**config.mk**
```make
export PLATFORM = sky130hd
export DESIGN_NAME = feat_buf
export DESIGN_NICKNAME = d
export VERILOG_FILES = /design/src/rtl/feat_buf_pkg.sv /design/src/rtl/feat_buf_ram.sv /design/src/rtl/feat_buf.sv
export SDC_FILE = /design/constraint.sdc
export NUM_CORES = 1
export LEC_CHECK = 0
export CAP_MARGIN = 40
export CORE_UTILIZATION = 59
export CTS_CLUSTER_SIZE = 8
export DETAILED_ROUTE_END_ITERATION = 10
export HOLD_SLACK_MARGIN = 0.06
export PLACE_DENSITY = 0.87
export SLEW_MARGIN = 20
export SYNTH_ARGS = -nofsm -noshare
export SYNTH_HDL_FRONTEND = slang
export SYNTH_SLANG_ARGS = --single-unit
```
**constraint.sdc**
```tcl
create_clock -name clk -period 2.8 [get_ports clk]
set_clock_uncertainty 0.15 [all_clocks]
set_input_delay 0.28 -clock clk [delete_from_list [all_inputs] [get_ports clk]]
set_output_delay 0.28 -clock clk [all_outputs]
set_load 0.01 [all_outputs]
```
**src/rtl/feat_buf_pkg.sv**
```systemverilog
// Shared types and default sizes for the feature-map buffer.
package feat_buf_pkg;

  // Controller states: IDLE serves the ports, CLEAR zero-fills the array.
  typedef enum logic {
    ST_IDLE  = 1'b0,
    ST_CLEAR = 1'b1
  } feat_buf_state_t;

  localparam int FB_DATA_W_DEF = 8;
  localparam int FB_DEPTH_DEF  = 16;

endpackage : feat_buf_pkg

```
**src/rtl/feat_buf_ram.sv**
```systemverilog
// Simple dual-port storage: one write port, one registered read-first port.
module feat_buf_ram
  import feat_buf_pkg::*;
#(
  parameter int  DATA_W = FB_DATA_W_DEF,
  parameter int  DEPTH  = FB_DEPTH_DEF,
  localparam int AW     = $clog2(DEPTH)
) (
  input  logic              clk,
  input  logic              reset,
  input  logic              we,
  input  logic [AW-1:0]     waddr,
  input  logic [DATA_W-1:0] wdata,
  input  logic              re,
  input  logic [AW-1:0]     raddr,
  output logic [DATA_W-1:0] rdata
);

  logic [DATA_W-1:0] mem [DEPTH];

  // Array write port.
  // NOTE: the storage array has no reset; the clear sweep zeroes it, and
  // leaving it out of reset lets the tools map it onto RAM macros.
  always_ff @(posedge clk) begin
    if (we) begin
      mem[waddr] <= wdata;
    end
  end

  // Registered read port; returns the pre-write word on an address collision.
  // NOTE: non-blocking assignment samples mem before this edge's write lands,
  // which is exactly what makes the port read-first.
  always_ff @(posedge clk or negedge reset) begin
    if (!reset) begin
      rdata <= '0;
    end else if (re) begin
      rdata <= mem[raddr];
    end
  end

endmodule : feat_buf_ram

```
**src/rtl/feat_buf.sv**
```systemverilog
// Feature-map buffer top: clear sequencer, range checks, read strobe, error flag.
module feat_buf
  import feat_buf_pkg::*;
#(
  parameter int  DATA_W = FB_DATA_W_DEF,
  parameter int  DEPTH  = FB_DEPTH_DEF,
  localparam int AW     = $clog2(DEPTH)
) (
  input  logic              clk,
  input  logic              reset,
  input  logic              wr_en,
  input  logic [AW-1:0]     wr_addr,
  input  logic [DATA_W-1:0] wr_data,
  input  logic              rd_en,
  input  logic [AW-1:0]     rd_addr,
  output logic [DATA_W-1:0] rd_data,
  output logic              rd_valid,
  input  logic              clr_req,
  output logic              busy,
  output logic              addr_err
);

  localparam logic [AW-1:0] PTR_LAST = AW'(DEPTH - 1);
  localparam logic [AW:0]   DEPTH_EXT = (AW + 1)'(DEPTH);

  feat_buf_state_t state, state_next;
  logic [AW-1:0]   ptr, ptr_next;

  logic              wr_in_range;
  logic              rd_in_range;
  logic              port_open;
  logic              wr_accept;
  logic              rd_accept;
  logic              range_fault;
  logic              clr_accept;
  logic              ram_we;
  logic [AW-1:0]     ram_waddr;
  logic [DATA_W-1:0] ram_wdata;

  // Range checks only cost logic when DEPTH leaves unused address codes.
  if (DEPTH == (1 << AW)) begin : g_pow2
    assign wr_in_range = 1'b1;
    assign rd_in_range = 1'b1;
  end else begin : g_npow2
    assign wr_in_range = ({1'b0, wr_addr} < DEPTH_EXT);
    assign rd_in_range = ({1'b0, rd_addr} < DEPTH_EXT);
  end

  // State and sweep pointer; reset lands in CLEAR so the array is zeroed.
  always_ff @(posedge clk or negedge reset) begin
    if (!reset) begin
      state <= ST_CLEAR;
      ptr   <= '0;
    end else begin
      state <= state_next;
      ptr   <= ptr_next;
    end
  end

  // Next-state logic and FSM-derived controls.
  // NOTE: every output of this block gets a default first so no path leaves
  // one unassigned, which would otherwise infer a latch.
  always_comb begin
    state_next = state;
    ptr_next   = ptr;
    busy       = 1'b0;
    port_open  = 1'b0;
    clr_accept = 1'b0;
    case (state)
      ST_CLEAR: begin
        busy = 1'b1;
        if (ptr == PTR_LAST) begin
          state_next = ST_IDLE;
        end else begin
          ptr_next = ptr + AW'(1);
        end
      end
      ST_IDLE: begin
        if (clr_req) begin
          clr_accept = 1'b1;
          state_next = ST_CLEAR;
          ptr_next   = '0;
        end else begin
          port_open = 1'b1;
        end
      end
      default: begin
        state_next = ST_CLEAR;
        ptr_next   = '0;
      end
    endcase
  end

  // Port qualification: only in IDLE with no clear request pending.
  assign wr_accept   = port_open && wr_en && wr_in_range;
  assign rd_accept   = port_open && rd_en && rd_in_range;
  assign range_fault = port_open && ((wr_en && !wr_in_range) || (rd_en && !rd_in_range));

  // The sweep owns the write port while busy; otherwise the user write does.
  assign ram_we    = busy || wr_accept;
  assign ram_waddr = busy ? ptr : wr_addr;
  assign ram_wdata = busy ? '0  : wr_data;

  feat_buf_ram #(
    .DATA_W (DATA_W),
    .DEPTH  (DEPTH)
  ) u_ram (
    .clk   (clk),
    .reset (reset),
    .we    (ram_we),
    .waddr (ram_waddr),
    .wdata (ram_wdata),
    .re    (rd_accept),
    .raddr (rd_addr),
    .rdata (rd_data)
  );

  // One-cycle strobe marking the word loaded by an accepted read.
  always_ff @(posedge clk or negedge reset) begin
    if (!reset) begin
      rd_valid <= 1'b0;
    end else begin
      rd_valid <= rd_accept;
    end
  end

  // Sticky address error; only an accepted clear (or reset) drops it.
  always_ff @(posedge clk or negedge reset) begin
    if (!reset) begin
      addr_err <= 1'b0;
    end else if (clr_accept) begin
      addr_err <= 1'b0;
    end else if (range_fault) begin
      addr_err <= 1'b1;
    end
  end

endmodule : feat_buf

```
==> impl_metrics.py, run 1 <==
metrics = {
    "status": {
        "outcome": "completed",
    },
    "grt": {
        "grt.total_usage": 0.275,
        "grt_pass1_vias": 3202,
        "grt_first_pass_wirelength_um": 19000,
        "grt_overflow": 0,
        "initial_antenna_violation_count": 0,
        "maximum_number_of_pins_on_one_net_before_global_route_repair": 38,
    },
    "synthesis": {
        "ys_top_cells_by_area": "edfxtp_1 (67%), mux4_2 (7.4%), dfrtp_1 (5.7%), mux4_1 (4.6%), mux2_2 (2.2%)",
        "synth.cells.most_frequent": "edfxtp_1 (128), nor2_1 (21), mux4_2 (19), nor2b_1 (15)",
        "yosysTopAreaCell": "edfxtp_1",
        "post_synth_num_cell_types": 46,
        "netlist_instances": 308,
        "number_of_synthesized_flops_with_an_enable_pin": 128,
        "synthesis.area_sq_mm": 0.00575,
        "ys_dominant_reg_cell": "edfxtp_1",
        "yosys_register_bits": 142,
        "async_flop_share": 0.0986,
        "post-synth-top-area-fraction": 0.668,
        "yosysSeqAreaShare": 0.729,
        "synth-warning-count": 0,
        "yosysMostFrequentCell": "edfxtp_1",
        "synth_nets": 330,
        "syn_avg_cell_area_sq_um": 18.7,
    },
    "worst_setup_path": {
        "setup.worst_path.class": "reg2reg",
        "reg_to_reg_endpoint": "u_ram.mem[0][3]",
        "cp-end-kind": "flop",
        "crit-reg2reg-launch": "state",
        "setup.reg_to_reg.worst_slack_ps": 250,
        "crit_path_start_kind": "flop",
        "max_incr_delay_on_cp_ps": 830,
        "cp-endpoint": "u_ram.mem[0][3]",
        "crit_path_max_fanout": 26,
        "endpoint_arrival_time_on_the_critical_path_ps": 2620,
        "critical_path.cell_chain": "clkinv_1 > o21ai_0 > nand2_1 > nor2_1 > buf_4",
        "crit_path_top_delay_cell": "dfstp_2",
        "critical_path.startpoint": "state",
        "worst-endpoint-required_ps": 2870,
        "worst_r2r_path_depth": 5,
    },
    "power": {
        "power-per-cell-area_mw_per_mm2": 992,
        "leakage_uw": 0.00240,
        "worst_case_vdd_ir_drop_v": 0.000641,
    },
    "sta": {
        "achievable-frequency_mhz": 392,
        "tightest_slew_ps": 777,
        "final-hold-violation-count": 0,
        "max-slew-margin-rel": 0.481,
        "fin_tns_setup_ps": 0,
        "final.period_utilization": 0.912,
        "layout_setup_ws_ps": 247,
        "timing.final.crit_period_ps": 2550,
        "fin_worst_hold_slack_ps": 61.2,
        "setup_viol": 0,
        "timing.final.max_slew_violations": 0,
        "unrepaired_setup_endpoints_after_global_routing": "no",
    },
    "finish": {
        "final_util": 0.739,
        "num_antenna_cells": 0,
        "finalNetCount": 388,
        "syn_to_final_growth_pct": 19.9,
        "final_layout_size_suffix_gt1_frac": 0.240,
    },
    "route": {
        "drt-initial-drc-count": 383,
        "via_count": 3180,
        "detail_route.wirelength_um": 12400,
        "postRouteAntennaNets": 0,
        "drt_pass1_iterations": 5,
        "post-route-drc-count": 0,
        "routed_via_density": 6.26,
        "avgRoutedWirePerCell_um": 24.4,
    },
    "cts": {
        "cts.root.buffer_cell": "clkbuf_8",
        "clock_tree_from_tritoncts": "built",
        "cts.clk_slew.worst_paths_ps": 70,
        "cts_max_path_buffers": 2,
        "holdBufCountCts": 0,
        "cts_made_buffers": 17,
        "cts.repair_timing.setup_buffer_count": 0,
        "post_cts_resize_count": 0,
        "cts.htree.levels": 4,
        "clock_sink_count": 142,
        "insertion_delay_ps": 520,
    },
    "floorplanning": {
        "die-width_um": 101,
        "fp.dieH_um": 101,
        "placementRows": 35,
        "design.portCount": 32,
        "placeableCoreArea_sq_mm": 0.00933,
        "initial_utilization": 0.617,
        "die-area_sq_mm": 0.0101,
    },
    "flow_run": {
        "cap_violations": 0,
    },
    "placement": {
        "routabilityCongestion": 0.866,
        "buffer_ports.inserted": 30,
        "pre_cts_ws_ps": 230,
        "dpl.hpwl_um": 7500,
    },
    "worst_hold_path": {
        "timing.hold.worst.class": "in2async",
    },
}
==> worst min path at each step <==
| stage | depth (start not counted) | slack, ps | start | end |
|---|---|---|---|---|
| 2_1_floorplan | 0 | -170 | reset | ptr[0] |
| 3_3_place_gp | 2 | 340 | u_ram.rdata[2] | u_ram.rdata[2] |
| 3_5_place_dp | 2 | 360 | u_ram.rdata[2] | u_ram.rdata[2] |
| 4_1_cts | 1 | 90 | reset | u_ram.rdata[4] |
| 5_1_grt | 1 | 80 | reset | u_ram.rdata[2] |
| 6_report | 1 | 60 | reset | u_ram.rdata[4] |
==> cells in the final DEF (no fill, tap or decap), drive strengths merged, types with 2 or more instances in the layout <==
cell type | netlist | routed
a211oi | 2 | 2
a21oi | 3 | 3
a22oi | 5 | 5
a31oi | 2 | 2
a32oi | 2 | 2
buf | 12 | 27
bufinv | 0 | 2
clkbuf | 5 | 18
clkdlybuf4s50 | 0 | 29
clkinv | 1 | 7
clkinvlp | 0 | 3
dfrtp | 13 | 13
edfxtp | 128 | 128
inv | 2 | 5
mux2 | 11 | 11
mux2i | 6 | 6
mux4 | 29 | 29
nand2 | 13 | 13
nand3b | 2 | 2
nor2 | 21 | 21
nor2b | 15 | 15
o21ai | 13 | 13
o22ai | 3 | 3
==> cell families (layout without fill, tap and decap cells) <==
kind of cell	after synthesis	in the layout	share of synthesized area
adders and majority gates	1	1	0.00217
buffers and inverters	20	91	0.0196
DFF	142	142	0.729
xor gates and xnor gates	2	2	0.00305
muxes	46	46	0.152
other	1	1	0.000652
and+or+nand+nor	60	60	0.0522
AOI/OAI and AO/OA	36	36	0.0411
==> critical path: cells and delay by family, from the launching register on <==
family	cells	cell delay [ps]
compound gates	1	350
simple gates	2	350
flops	1	830
buf+inv	2	570
==> where the power goes <==
| group | leakage, uW | switching, uW | total, uW | internal, uW |
|---|---|---|---|---|
| combinational | 0.000765 | 852 | 1470 | 621 |
| clock | 0.000273 | 879 | 2160 | 1280 |
| sequential | 0.00136 | 235 | 3210 | 2970 |
==> state kept, by name, summed over array words and instances, names as in the netlist <==
name	cells
u_ram.mem	128
u_ram.rdata	8
ptr	4
rd_valid	1
state	1
==> metal layers <==
layer  vias up  wire, um  track usage
li1       1357         -            -
met1      1581      4860        0.367
met2       207      6100        0.425
met3        35      1050       0.0756
met4         0       385        0.132
met5         -         0            0
==> area by class of cell <==
cell class              instances  area (sq um)
clock buffers                  18           418
flip-flops and latches        142          4200
multi-input cells             146          1450
clock inverters                14           161
inverters                       3          11.3
repair buffers                 56           503
fillers                       510          2430
well taps                     129           161
==> through the flow <==
| step | instances | power, uW | cell area, sq um |
|---|---|---|---|
| floorplan | 308 | 3970 | 5750 |
| global placement | 476 | 4570 | 6320 |
| detailed placement | 476 | 4670 | 6320 |
| CTS | 508 | 6860 | 6900 |
| global route | 508 | 7110 | 6900 |
| finish | 508 | 6840 | 6900 |
(Power assumes the default switching activity.)
==> run 2, diff against run 1 <==
CORE_MARGIN = 5   (was unset)
PLACE_DENSITY = 0.78   (was 0.87)
==> impl_metrics.py, run 2 (synthesis gave the netlist of run 1 again) <==
metrics = {
    "worst_setup_path": {
        "setup.reg_to_reg.worst_slack_ps": 500,
        "crit_path_max_fanout": 15,
        "timing.critical_path.depth": 6,
        "setup.worst_path.class": "reg2reg",
        "critical_path.cell_chain": "buf_4 > or3b_2 > inv_1 > and2_1 > a22oi_1 > o21ai_1",
        "crit_buf_inv": 2,
        "worst_r2r_path_depth": 6,
        "path_delay_family": "simple AND/OR/NAND/NOR gates",
        "endpoint_arrival_time_on_the_critical_path_ps": 2600,
        "worst-endpoint-required_ps": 3100,
        "max_incr_delay_on_cp_ps": 640,
        "crit_path_top_delay_cell": "or3b_2",
        "crit_path_start_kind": "flop",
        "cp-end-kind": "flop",
    },
    "finish": {
        "biggestRegsByFlops": "u_ram.mem: 128 flops, u_ram.rdata: 8 flops, ptr: 4 flops",
        "final_layout_size_suffix_gt1_frac": 0.251,
        "syn_to_final_growth_pct": 21.6,
        "fill_cells": 590,
        "layout.area.seq_sq_mm": 0.00420,
        "largest_reg_flops": 128,
        "mostFrequentLayoutCells": "edfxtp_1 (128), buf_4 (31), clkdlybuf4s50_1 (28)",
        "finalNetCount": 395,
        "final_cells": 519,
        "mostFrequentLayoutCell": "edfxtp_1",
        "multi_input_comb_area_sq_mm": 0.00145,
        "num_antenna_cells": 0,
        "register_bank_with_the_most_flops": "u_ram.mem",
    },
    "cts": {
        "cts_made_buffers": 17,
        "insertion_delay_ps": 520,
        "cts_max_path_buffers": 2,
        "clock_sink_count": 142,
        "cts.root.buffer_cell": "clkbuf_8",
        "clock_tree_from_tritoncts": "built",
        "cts.repair_timing.setup_buffer_count": 0,
        "cts.clk_slew.worst_paths_ps": 60,
        "cts.htree.levels": 4,
    },
    "flow_run": {
        "cap_violations": 0,
    },
    "power": {
        "leakage_uw": 0.00245,
        "power-per-cell-area_mw_per_mm2": 1010,
        "worst_case_vdd_ir_drop_v": 0.000583,
    },
    "sta": {
        "unrepaired_setup_endpoints_after_global_routing": "no",
        "max-slew-margin-rel": 0.487,
        "final.period_utilization": 0.822,
        "final-hold-violation-count": 0,
        "timing.final.max_slew_violations": 0,
        "tightest_slew_ps": 769,
        "fin_tns_setup_ps": 0,
        "timing.final.crit_period_ps": 2300,
        "achievable-frequency_mhz": 434,
        "setup_viol": 0,
    },
    "grt": {
        "maximum_number_of_pins_on_one_net_before_global_route_repair": 31,
        "grt_first_pass_wirelength_um": 18500,
        "grt_overflow": 0,
        "grt_pass1_vias": 3069,
        "initial_antenna_violation_count": 0,
        "grt.total_usage": 0.225,
    },
    "floorplanning": {
        "placeableCoreArea_sq_mm": 0.00964,
        "die-width_um": 109,
        "die-area_sq_mm": 0.0118,
        "placementRows": 36,
        "initial_utilization": 0.597,
        "design.portCount": 32,
        "fp.dieH_um": 109,
    },
    "route": {
        "avgRoutedWirePerCell_um": 23.3,
        "drt_pass1_iterations": 5,
        "routed_via_density": 6.03,
        "post-route-drc-count": 0,
        "detail_route.wirelength_um": 12100,
        "via_count": 3132,
        "postRouteAntennaNets": 0,
        "drt-initial-drc-count": 277,
    },
    "worst_hold_path": {
        "timing.hold.worst.class": "in2reg",
        "hold_depth": 2,
    },
    "placement": {
        "routabilityCongestion": 0.813,
        "dpl.hpwl_um": 7690,
        "post-place-cells": 485,
        "buffer_ports.inserted": 30,
    },
    "status": {
        "outcome": "completed",
    },
}
run 2: path summary, 6_finish.rpt:
check	from	end
max	state	u_ram.rdata[7]
min	wr_data[1]	u_ram.mem[14][1]
max reg2reg	state	u_ram.rdata[7]
min reg2reg	u_ram.rdata[2]	u_ram.rdata[2]
max in group asynchronous	reset	u_ram.rdata[7]
min in group asynchronous	reset	ptr[2]
run 2: through the flow:
| step | utilization | hold slack (ps) | total power (uW) | setup WS [ps] | instance area (sq um) |
|---|---|---|---|---|---|
| after floorplan | - | -166 | 3970 | 607 | 5750 |
| after global placement | 0.656 | 329 | 4590 | 410 | 6330 |
| after detailed placement | 0.658 | 348 | 4660 | 396 | 6340 |
| after CTS | 0.724 | 67.3 | 7070 | 510 | 6970 |
| after global routing | 0.726 | 344 | 7320 | 348 | 7000 |
| final | 0.726 | 348 | 7040 | 497 | 7000 |
run 2: final cells by class:
class                      count  area share
timing repair buffer          63      0.0778
sequential                   142       0.600
inverter                       3     0.00161
tap                          133      0.0238
clock inverter                14      0.0308
clock buffer                  18      0.0597
multi-input combinational    146       0.207
run 2: repair_timing:
item,CTS,global route
hold endpoints to repair,0,4
gates resized for setup,0,0
hold buffers,0,1
endpoints found under the setup margin,0,0
run 2: layer usage:
layer	routed length [um]	global-route usage	share of wire	vias to the layer above
met4	195	0.0920	0.016	0
met5	0	0	0	-
met3	815	0.0545	0.067	18
met1	5040	0.315	0.42	1598
li1	-	-	-	1369
met2	6060	0.346	0.50	147
run 2: where the power goes:
group	internal [uW]	total, uW	switching [uW]	leakage [uW]
Combinational	636	1470	836	0.000795
Clock	1540	2390	856	0.000295
Sequential	2970	3180	205	0.00136
Total	5140	7040	1900	0.00245
==> run 3, diff against run 2 <==
CORE_UTILIZATION = 53   (was 59)
PLACE_DENSITY = 0.74   (was 0.78)
clock period = 2 ns   (was 2.8 ns; I/O delays follow)
==> impl_metrics.py, run 3 (synthesis gave the netlist of run 1 again) <==
metrics = {
    "worst_setup_path": {
        "endpoint_arrival_time_on_the_critical_path_ps": 2080,
        "crit_path_max_fanout": 10,
        "max_incr_delay_on_cp_ps": 560,
        "setup.worst_path.class": "reg2reg",
        "crit_buf_inv": 2,
        "crit_path_start_kind": "flop",
        "critical_path.cell_chain": "buf_4 > mux2i_4 > nand2_2 > nor2_2 > buf_12",
        "worst-endpoint-required_ps": 2090,
        "crit_path_top_delay_cell": "dfstp_2",
        "worst_r2r_path_depth": 5,
        "path_delay_family": "flip-flops",
        "reg_to_reg_endpoint": "u_ram.mem[10][4]",
        "cp-end-kind": "flop",
        "crit-reg2reg-launch": "state",
        "setup.reg_to_reg.worst_slack_ps": 5,
        "critical_path.startpoint": "state",
    },
    "finish": {
        "syn_to_final_growth_pct": 27.4,
        "final_layout_size_suffix_gt1_frac": 0.332,
        "finalNetCount": 406,
        "num_antenna_cells": 0,
        "largest_reg_flops": 128,
        "mostFrequentLayoutCells": "edfxtp_1 (128), buf_4 (28), clkdlybuf4s50_1 (27)",
        "final_cells": 537,
        "register_bank_with_the_most_flops": "u_ram.mem",
        "layout.area.seq_sq_mm": 0.00420,
        "fill_cells": 705,
        "mostFrequentLayoutCell": "edfxtp_1",
        "multi_input_comb_area_sq_mm": 0.00158,
        "biggestRegsByFlops": "u_ram.mem: 128 flops, u_ram.rdata: 8 flops, ptr: 4 flops",
    },
    "floorplanning": {
        "die-area_sq_mm": 0.0130,
        "die-width_um": 114,
        "placementRows": 38,
        "placeableCoreArea_sq_mm": 0.0107,
        "initial_utilization": 0.535,
        "design.portCount": 32,
        "fp.dieH_um": 114,
    },
    "grt": {
        "grt.total_usage": 0.209,
        "grt_overflow": 0,
        "initial_antenna_violation_count": 0,
        "grt_pass1_vias": 3272,
        "maximum_number_of_pins_on_one_net_before_global_route_repair": 27,
        "grt_first_pass_wirelength_um": 19400,
    },
    "cts": {
        "clock_tree_from_tritoncts": "built",
        "insertion_delay_ps": 520,
        "clock_sink_count": 142,
        "cts.htree.levels": 4,
        "cts_max_path_buffers": 2,
        "cts_made_buffers": 17,
        "cts.root.buffer_cell": "clkbuf_8",
        "cts.clk_slew.worst_paths_ps": 60,
    },
    "status": {
        "outcome": "completed",
    },
    "route": {
        "postRouteAntennaNets": 0,
        "avgRoutedWirePerCell_um": 23.3,
        "detail_route.wirelength_um": 12500,
        "via_count": 3136,
        "drt_pass1_iterations": 5,
        "post-route-drc-count": 0,
        "routed_via_density": 5.84,
        "drt-initial-drc-count": 256,
    },
    "sta": {
        "timing.final.crit_period_ps": 1990,
        "tightest_slew_ps": 733,
        "achievable-frequency_mhz": 501,
        "timing.final.max_slew_violations": 0,
        "fin_tns_setup_ps": 0,
        "final.period_utilization": 0.997,
        "final-hold-violation-count": 0,
        "fin_worst_hold_slack_ps": 90.5,
        "unrepaired_setup_endpoints_after_global_routing": "yes",
        "max-slew-margin-rel": 0.510,
        "setup_viol": 0,
    },
    "placement": {
        "buffer_ports.inserted": 30,
        "routabilityCongestion": 0.827,
        "post-place-cells": 503,
        "dpl.hpwl_um": 8160,
    },
    "power": {
        "leakage_uw": 0.00255,
        "power-per-cell-area_mw_per_mm2": 1410,
        "worst_case_vdd_ir_drop_v": 0.000940,
    },
    "flow_run": {
        "cap_violations": 0,
    },
    "worst_hold_path": {
        "timing.hold.worst.class": "in2reg",
        "hold_depth": 4,
        "hold_start": "rd_addr[0]",
        "hold_end": "u_ram.rdata[0]",
    },
}
run 3: per-layer routing:
layer / vias up / share of wire / track usage
li1: 1396 / - / -
met1: 1571 / 0.39 / 0.272
met2: 144 / 0.52 / 0.348
met3: 25 / 0.077 / 0.0603
met4: 0 / 0.018 / 0.0546
met5: - / 0 / 0
run 3: cell type report:
class	instances	share of cell area
tap	140	0.0239
clock inverter	11	0.0261
inverter	3	0.00154
clock buffer	21	0.0599
sequential	142	0.572
multi-input combinational	146	0.216
timing repair buffer	74	0.101
run 3: how the worst max path moves through the flow:
stage	slack [ps]	endpoint	cells past startpoint
4_1_cts	-70	u_ram.mem[0][0]	5
3_3_place_gp	-360	u_ram.mem[3][4]	6
5_1_grt	-100	u_ram.mem[10][4]	5
3_5_place_dp	-400	u_ram.mem[1][6]	6
2_1_floorplan	-100	u_ram.mem[14][0]	5
6_report	5	u_ram.mem[10][4]	5
run 3: power breakdown:
group          internal (uW)  leakage [uW]  switching (uW)  total (uW)
combinational           1110      0.000892            1470        2580
sequential              4160       0.00136             260        4420
clock                   2180      0.000298            1140        3320
run 3: timing repair:
action / in CTS / in global routing
cloned: 0 / 0
setup endpoints to repair: 97 / 131
setup buffers: 0 / 1
pin swaps: 4 / 7
endpoints found under the hold margin: 4 / 0
resized for setup: 11 / 19
hold buffers: 1 / 0
run 3: per-stage QoR:
stage,worst slack [ps],total power (uW),area (sq um),util
2_1_floorplan,-99.8,5690,5810,-
3_3_place_gp,-360,6650,6530,0.607
3_5_place_dp,-398,6800,6560,0.611
4_1_cts,-67.3,10200,7240,0.674
5_1_grt,-97.3,10800,7330,0.682
6_report,5.09,10300,7330,0.682
run 3: worst register-to-register path: stages, from the launching register on:
cell,delay (ps)
dfstp_2,560
buf_4,200
mux2i_4,290
nand2_2,150
nor2_2,210
buf_12,160
